`src/rtl/microcode_pkg.sv`:
```
// rtl/microcode_pkg.sv - shared loader state type and default store geometry
package microcode_pkg;

    // Defaults shared with the microcode store instance
    localparam int DEFAULT_DATA_WIDTH = 32;
    localparam int DEFAULT_SIZE       = 1024;

    typedef enum logic [1:0] {
        IDLE  = 2'd0,
        LOAD  = 2'd1,
        FLUSH = 2'd2,
        DONE  = 2'd3
    } loader_state_e;

endpackage

```
`src/rtl/byte_word_packer.sv`:
```
// rtl/byte_word_packer.sv - packs an MSB-first byte stream into words
module byte_word_packer #(
    parameter int DATA_WIDTH = 32
) (
    input  logic                  clk,
    input  logic                  reset,
    input  logic                  clear_i,
    input  logic                  byte_valid_i,
    input  logic [7:0]            byte_i,
    output logic                  word_last_o,
    output logic [DATA_WIDTH-1:0] word_next_o,
    output logic                  word_valid_o,
    output logic [DATA_WIDTH-1:0] word_o
);

    localparam int BPW   = DATA_WIDTH / 8;
    localparam int IDX_W = (BPW > 1) ? $clog2(BPW) : 1;

    logic [IDX_W-1:0]      idx_q;
    logic [DATA_WIDTH-1:0] shift_q;
    logic [DATA_WIDTH-1:0] word_q;
    logic                  word_valid_q;

    // New bytes enter at the LSB side, so the first byte of a word ends up on top
    assign word_next_o  = (shift_q << 8) | DATA_WIDTH'(byte_i);
    assign word_last_o  = byte_valid_i && (idx_q == IDX_W'(BPW - 1));
    assign word_valid_o = word_valid_q;
    assign word_o       = word_q;

    // Shift/index state; completed word is registered and held until the next one
    always_ff @(posedge clk) begin
        if (reset) begin
            idx_q        <= '0;
            shift_q      <= '0;
            word_q       <= '0;
            word_valid_q <= 1'b0;
        end else begin
            word_valid_q <= word_last_o;
            if (clear_i) begin
                idx_q   <= '0;
                shift_q <= '0;
            end else if (byte_valid_i) begin
                shift_q <= word_next_o;
                if (word_last_o) begin
                    idx_q  <= '0;
                    word_q <= word_next_o;
                end else begin
                    idx_q <= idx_q + IDX_W'(1);
                end
            end
        end
    end

endmodule

```
`src/rtl/microcode_loader.sv`:
```
// rtl/microcode_loader.sv - byte-stream loader writing words into the microcode store
module microcode_loader
    import microcode_pkg::*;
#(
    parameter int DATA_WIDTH = DEFAULT_DATA_WIDTH,
    parameter int SIZE       = DEFAULT_SIZE,
    parameter int ADDR_WIDTH = $clog2(SIZE)
) (
    input  logic                  clk,
    input  logic                  reset,
    input  logic                  start,
    input  logic [ADDR_WIDTH:0]   word_count,
    input  logic                  in_valid,
    input  logic [7:0]            in_data,
    output logic                  in_ready,
    output logic                  wr_enable,
    output logic [ADDR_WIDTH-1:0] wr_addr,
    output logic [DATA_WIDTH-1:0] wr_data,
    output logic                  busy,
    output logic                  done,
    output logic [DATA_WIDTH-1:0] checksum
);

    localparam int CNT_W = ADDR_WIDTH + 1;

    loader_state_e         state_q;
    logic [CNT_W-1:0]      count_q;
    logic [ADDR_WIDTH-1:0] word_idx_q;
    logic [ADDR_WIDTH-1:0] wr_addr_q;
    logic [DATA_WIDTH-1:0] checksum_q;

    logic                  start_accept;
    logic [CNT_W-1:0]      count_d;
    logic                  byte_accept;
    logic                  word_last;
    logic [DATA_WIDTH-1:0] word_next;
    logic                  last_word;

    assign start_accept = start && ((state_q == IDLE) || (state_q == DONE));
    assign count_d      = (word_count > CNT_W'(SIZE)) ? CNT_W'(SIZE) : word_count;
    assign byte_accept  = in_valid && (state_q == LOAD);
    assign last_word    = ({1'b0, word_idx_q} == (count_q - CNT_W'(1)));

    assign in_ready = (state_q == LOAD);
    assign busy     = (state_q == LOAD) || (state_q == FLUSH);
    assign done     = (state_q == DONE);
    assign wr_addr  = wr_addr_q;
    assign checksum = checksum_q;

    byte_word_packer #(
        .DATA_WIDTH (DATA_WIDTH)
    ) u_packer (
        .clk          (clk),
        .reset        (reset),
        .clear_i      (start_accept),
        .byte_valid_i (byte_accept),
        .byte_i       (in_data),
        .word_last_o  (word_last),
        .word_next_o  (word_next),
        .word_valid_o (wr_enable),
        .word_o       (wr_data)
    );

    // Load FSM: word index, write address and checksum advance with each completed word
    always_ff @(posedge clk) begin
        if (reset) begin
            state_q    <= IDLE;
            count_q    <= '0;
            word_idx_q <= '0;
            wr_addr_q  <= '0;
            checksum_q <= '0;
        end else begin
            case (state_q)
                IDLE, DONE: begin
                    if (start_accept) begin
                        checksum_q <= '0;
                        word_idx_q <= '0;
                        count_q    <= count_d;
                        state_q    <= (count_d == '0) ? DONE : LOAD;
                    end
                end
                LOAD: begin
                    if (word_last) begin
                        checksum_q <= checksum_q + word_next;
                        wr_addr_q  <= word_idx_q;
                        if (last_word) begin
                            state_q <= FLUSH;
                        end else begin
                            word_idx_q <= word_idx_q + ADDR_WIDTH'(1);
                        end
                    end
                end
                FLUSH: begin
                    state_q <= DONE;
                end
                default: begin
                    state_q <= IDLE;
                end
            endcase
        end
    end

endmodule
```
`config.mk`:
```
export PLATFORM = sky130hd
export DESIGN_NAME = microcode_loader
export DESIGN_NICKNAME = d
export VERILOG_FILES = /design/src/rtl/microcode_pkg.sv /design/src/rtl/byte_word_packer.sv /design/src/rtl/microcode_loader.sv
export SDC_FILE = /design/constraint.sdc
export NUM_CORES = 1
export LEC_CHECK = 0
export CORE_ASPECT_RATIO = 1.4
export CORE_MARGIN = 2
export CORE_UTILIZATION = 29
export CTS_CLUSTER_SIZE = 30
export DETAILED_ROUTE_END_ITERATION = 6
export SYNTH_ARGS = -nofsm -noshare
export SYNTH_HDL_FRONTEND = slang
export SYNTH_SLANG_ARGS = --single-unit
```
`constraint.sdc`:
```
create_clock -name clk -period 7.52 [get_ports clk]
set_input_delay 1.504 -clock clk [delete_from_list [all_inputs] [get_ports clk]]
set_output_delay 1.504 -clock clk [all_outputs]
set_load 0.02 [all_outputs]
```
==> flow_metrics.tcl <==
set metrics [dict create \
    synth_edf_count 0 \
    finalCriticalPeriod_ps 4249 \
    placed_area_sq_um 7570 \
    final_cell_mix "nand2_1 (195), dfxtp_1 (124), a21oi_1 (113), clkdlybuf4s50_1 (99), nor2_1 (53)" \
    grt_max_degree 39 \
    worstSetupStartpointType "input pin" \
    cts_resized 0 \
    crit_top_cell "nand2_1" \
    setup_ws_ps 3271 \
    hold_viol_final 0 \
    ys.flop_type "dfxtp_1" \
    dr.pass1.iters 4 \
    rows 64 \
    fin_skew_ps 10.64 \
    grt_overflow 0 \
    avgSynthCellArea_sq_um 7.825 \
    final_nets 952 \
    htree_levels 4 \
    yosys_warnings 0 \
    chipWidth_microns 129.0 \
    ioPinCount 101 \
    die-area_sq_um 23100 \
    gr-usage-all-layers_pct 16.35 \
    cts_root_buf "clkbuf_16" \
    critPathKind "input pin to flop" \
    syn-num-nets 872 \
    area_growth_pct 28.82 \
    vias 5813 \
    drt_iter0_markers 375 \
    cp_slowest_cell "nor2_1" \
    diodes 0 \
    path_clk_slew_ps 60 \
    timing.final.max_slew_violations 0 \
    gp_congestion 0.9004 \
    cts_tree "done" \
    coreArea_sq_um 21700 \
    hp-start "u_packer.word_o[14]" \
    clk-insertion-delay-late_ps 430 \
    fmax_mhz 235.3 \
    cts_buffer_depth 2 \
    cellPowerDensity_nw_per_um2 236.3 \
    slowest_delay_ps 880 \
    hpwl_mm 13.90 \
    ir_drop_v 0.0001859 \
    drt-total-wl_mm 18.45 \
    grt_pass1_vias 5525 \
    portBuffers 100 \
    start_util_pct 29.24 \
    crit_arrival_ps 4590 \
    crit_fanout 26 \
    holdCritPathClass "flop to flop" \
    crit_start "in_valid" \
    dp_cells 1169 \
    grt_pass1_wl_mm 28.95 \
    ys_ff_latch 124 \
    syn-cell-area_sq_um 6346 \
    via_per_inst 4.840 \
    ys_seq_area_share_pct 39.12 \
    power_mw 1.932 \
    drt.antenna.violating_nets 0 \
    synthArstFlopShare_pct 0 \
    post_cts_buffers 0 \
    dp_slack_ps 2875 \
    numClockSinks 124 \
    fillers 2284 \
    maxCapViolCount 0 \
    r2r-start "state_q[0]" \
    crit_chain "clkdlybuf4s50_1 -> and2_1 -> nand2_1 -> nor2_1 -> nand2_1 -> a21o_1 -> a21oi_1" \
    period_share_pct 56.51 \
    rsz0062_at_grt "false" \
    tightest_slew_ps 1163 \
    drive_gt1_share_pct 5.199 \
    antenna_found_initial 0 \
    leakagePower_nw 3.003 \
    cp.required_ps 7860 \
    netlist_instances 811 \
    cts-buffers-inserted 17 \
    hold_buffers 0 \
    layoutNonFillerInstCount 1201 \
    tns_ps 0 \
    finish.instance_area_sq_um 8175 \
    yosysUniqueCellTypes 53 \
    end_kind "flop" \
    relSlewSlack_pct 22.45 \
    wl_per_cell_microns 15.36 \
    die_height_microns 179.0 \
    final_common_cell "nand2_1" \
    drc 0 \
    outcome "finished clean" \
    setup_viol 0 \
]
==> registers in the layout (all words and copies together) (netlist names) <==
name / flops
checksum: 32
count_q: 11
state_q: 2
u_packer.idx_q: 2
u_packer.shift_q: 24
u_packer.word_o: 32
u_packer.word_valid_o: 1
word_idx_q: 10
wr_addr: 10
==> cell type report <==
class	count	area [sq um]	area share (%)
multi-input cells	627	3622	44.31
flip-flops and latches	124	2482	30.36
repair buffers	105	1033	12.64
clock buffers	17	425.4	5.204
well taps	297	371.6	4.545
clock inverters	15	180.2	2.204
inverters	16	60.06	0.7346
==> stage by stage <==
step,hold slack [ps],utilization [%]
6_report,452.5,37.67
3_3_place_gp,445.6,34.88
2_1_floorplan,440.0,-
4_1_cts,457.3,37.67
3_5_place_dp,448.7,34.88
5_1_grt,474.0,37.67
==> critical path: cells and delay by family <==
kind / cells / cell delay (ps)
AO/OA/AOI/OAI: 2 / 320
AND/OR/NAND/NOR: 4 / 2240
buffers and inverters: 1 / 530
==> metal layers <==
layer	up-vias	GRT usage, %	routed length [microns]
met3	23	3.193	676
met1	2694	18.51	7608
met4	0	5.707	340
met5	-	0	0
li1	2988	-	-
met2	108	30.27	9824
==> power by group <==
| part | total [mW] | switching, mW | leakage (nW) | internal (mW) |
|---|---|---|---|---|
| Sequential | 0.708 | 0.0301 | 1.00 | 0.677 |
| Combinational | 0.386 | 0.264 | 1.70 | 0.122 |
| Clock | 0.838 | 0.338 | 0.300 | 0.501 |
==> synth_stat cells (3+ instances only) <==
cell type	count	area, sq um
a22o_1	6	52.55
nand2b_1	4	25.02
nand2_1	195	732.0
a21oi_1	114	570.6
nor3_1	10	50.05
o31ai_1	3	22.52
a211oi_1	7	52.55
mux2i_1	4	40.04
buf_1	3	11.26
xnor2_1	24	210.2
a21o_1	12	90.09
or4_1	5	37.54
nand3_1	10	50.05
nor4_1	5	31.28
dfxtp_1	124	2482
o21ai_1	5	25.02
nor2_1	53	198.9
o211ai_1	6	45.04
xor2_1	17	148.9
nor3b_1	5	37.54
inv_1	16	60.06
nand4_1	10	62.56
ha_1	37	462.9
and3_1	6	37.54
o21bai_1	5	37.54
clkbuf_1	35	131.4
and2_1	3	18.77
a31oi_1	6	37.54
buf_2	4	20.02
a22oi_1	10	75.07
or3_1	3	18.77
o21ai_0	36	180.2
==> kinds of logic after synthesis <==
group | count (synthesis) | synth area share, %
buf+inv | 60 | 3.864
simple gates | 323 | 22.79
mux | 4 | 0.6309
compound gates | 221 | 20.33
fa+ha+maj | 38 | 7.610
flops | 124 | 39.12
xor+xnor | 41 | 5.658
==> worst paths after layout <==
check	to	slack [ps]	cells past startpoint
worst max register to register	checksum[5]	3990	7
worst max-delay path	checksum[5]	3270	7
worst min-delay path	u_packer.word_o[14]	450	2
worst min register to register	u_packer.word_o[14]	450	2
No activity file was read; power rests on OpenSTA's default activity.
==> RTL change (same flow settings) <==
Reset style: asynchronous (`reset`), changed in 2 clocked blocks.
--- a/src/rtl/byte_word_packer.sv
+++ b/src/rtl/byte_word_packer.sv
@@ -28,7 +28,7 @@
     assign word_o       = word_q;
 
     // Shift/index state; completed word is registered and held until the next one
-    always_ff @(posedge clk) begin
+    always_ff @(posedge clk or posedge reset) begin
         if (reset) begin
             idx_q        <= '0;
             shift_q      <= '0;
--- a/src/rtl/microcode_loader.sv
+++ b/src/rtl/microcode_loader.sv
@@ -62,7 +62,7 @@
     );
 
     // Load FSM: word index, write address and checksum advance with each completed word
-    always_ff @(posedge clk) begin
+    always_ff @(posedge clk or posedge reset) begin
         if (reset) begin
             state_q    <= IDLE;
             count_q    <= '0;
Behaviour: differs if reset is asserted again (counterexample within 4 cycles, from zero or initial values and one cycle with reset high); with reset held inactive, the same outputs for 4 cycles.
==> RTL change against the unedited design <==
Design area is 5.9% higher. Sequential cell count unchanged. Wire length increased by 3.4%. Core utilization fell by 0.24 points. Worst setup slack worse by 0.34 ns. Count of clock-buffer cells in the layout grew 2. Synthesized area rose by 7.0%. Power increased by 7.9%. Critical path type unchanged. Largest cell class unchanged. Highest routed layer unchanged.
==> RTL change: results (changes against the unedited design) <==
status=completed (unchanged); Congestion Overflow GR=0 (unchanged); placed cells=1,079 (was 1,169); Inserted Diodes=0 (unchanged); Root Driver=clkbuf_16 (unchanged); vias per cell=4.940 (was 4.840); clk_lat worst skew=0.42 ns; Pleak=0.003851 µW (was 0.003003 µW); gr usage total=15.94% (was 16.35%); yosys warns=0 (unchanged); count of unique library cells instantiated by Yosys=67 (was 53); TritonCTS Buffers=17 (unchanged); H-tree level count=4 (unchanged); Rel. slew slack=35.73% (was 22.45%); Hold WC Path Type=register to register (unchanged); initial antenna violation count=0 (unchanged); largest cells by area after synthesis=dfrtp_1 46%, ha_1 6.8%, mux2_2 6.8%, nand2_1 5.2%, a21oi_1 4.4% (was dfxtp_1 39%, nand2_1 12%, a21oi_1 9.0%, ha_1 7.3%, xnor2_1 3.3%); worst vdd ir=0.1678 mV (was 0.1859 mV); Max Root-Sink Buffers=2 (unchanged); Port Buffers=100 (unchanged); GPL Wtd Cong=0.8205 (was 0.9004); TritonRoute pass-1 iters=5 (was 4); number of synthesized flops with an enable pin=0 (unchanged); fill count=2,334 (was 2,284); Arr. time, crit path=4.92 ns (was 4.59 ns); CP Max Fanout=26 (unchanged); Post-CTS Setup Inserts=0 (unchanged); Async SR Flop Fraction=100.0% (was 0%); clk_skew=0.01483 ns (was 0.01064 ns); layout cell share with drive strength beyond 1=12.05% (was 5.199%); Worst-path clk slew=0.06 ns (about the same); DR iter-0 viols=287 (was 375); vias in the first global route=5,613 (was 5,525); vias=5,488 (was 5,813); Mapped Avg Cell Area=9.767 µm² (was 7.825 µm²); register area share after synthesis=45.71% (was 39.12%); largest net degree at the start of global routing=71 (was 39); Synthesized Nets=756 (was 872); first-pass GRT wire length=30.66 mm (was 28.95 mm); PostCTS Resize Cnt=0 (unchanged); WL per Instance=17.16 µm (was 15.36 µm); Post-synth top cells=124 x dfrtp_1, 94 x nand2_1, 59 x a21oi_1 (was 195 x nand2_1, 124 x dfxtp_1, 114 x a21oi_1); final HPWL from detailed placement=13.67 mm (was 13.90 mm); fin nets=853 (was 952)
[RTL change: cell types whose count changed in the layout (fill, tap and decap cells not counted), sizes merged, moves of 6 or more]
cell    delta
a21oi     -55
a22oi      -9
dfrtp    +124
dfxtp    -124
mux2      +41
nand2    -101
nand3     +31
nand3b     +6
nand4      -7
nor2      -15
o21ai     +13
xnor2      -6
[RTL change: cell type report]
cell class                 count  share of cell area, %
clock buffer                  19                  5.117
clock inverter                13                  1.214
timing repair buffer         104                  11.91
inverter                      19                 0.8528
sequential                   124                  35.85
tap                          306                  4.423
multi-input combinational    526                  40.63
[RTL change: through the flow]
stage,util (%),worst slack [ns],total power [µW],area [µm²]
final,37.44,2.934,2084,8656
after global routing,37.44,2.636,2195,8656
after CTS,37.44,2.940,2106,8656
after detailed placement,35.06,2.518,1328,8108
after global placement,35.06,2.572,1321,8108
after floorplan,-,2.717,1168,6788
[RTL change: per-layer routing]
layer	global-route usage, %	up-vias	routed length (µm)
li1	-	2687	-
met1	18.68	2672	7946
met2	28.87	115	10060
met3	3.229	14	763
met4	5.532	0	298
met5	0	-	0
[RTL change: critical path, cell delays in order]
cell and delay, ns:
clkdlybuf4s50_1 0.51, and2_1 0.77, nand2_1 0.64, nor2_2 0.47
nor2_1 0.15, nand3b_4 0.24, or4_1 0.50, a21oi_1 0.14
[RTL change: worst paths after layout]
check / start / to / slack, ns / cells after the start
max in group asynchronous: reset / checksum[18] / 4.61 / 3
min in group asynchronous: reset / checksum[29] / 1.64 / 2
min: wr_addr[6] / wr_addr[6] / 0.49 / 2
min reg2reg: wr_addr[6] / wr_addr[6] / 0.49 / 2
max reg2reg: state_q[1] / word_idx_q[5] / 3.61 / 9
max: in_valid / word_idx_q[5] / 2.93 / 8
[RTL change: report_power, final]
part           switching [µW]  leakage, µW  internal, µW
clock                     329     0.000258           437
combinational             316      0.00188           192
sequential               85.6      0.00171           725
total                     730      0.00385          1350
[RTL change: logic make-up (layout without fill, tap and decap cells)]
group	count (synthesis)	count (layout)	synth area share [%]
xor gates and xnor gates	39	39	5.032
and+or+nand+nor	228	228	16.20
AOI/OAI and AO/OA	176	176	15.83
muxes	45	45	7.392
DFF	124	124	45.71
adders and majority gates	38	38	7.115
buffers and inverters	45	155	2.710
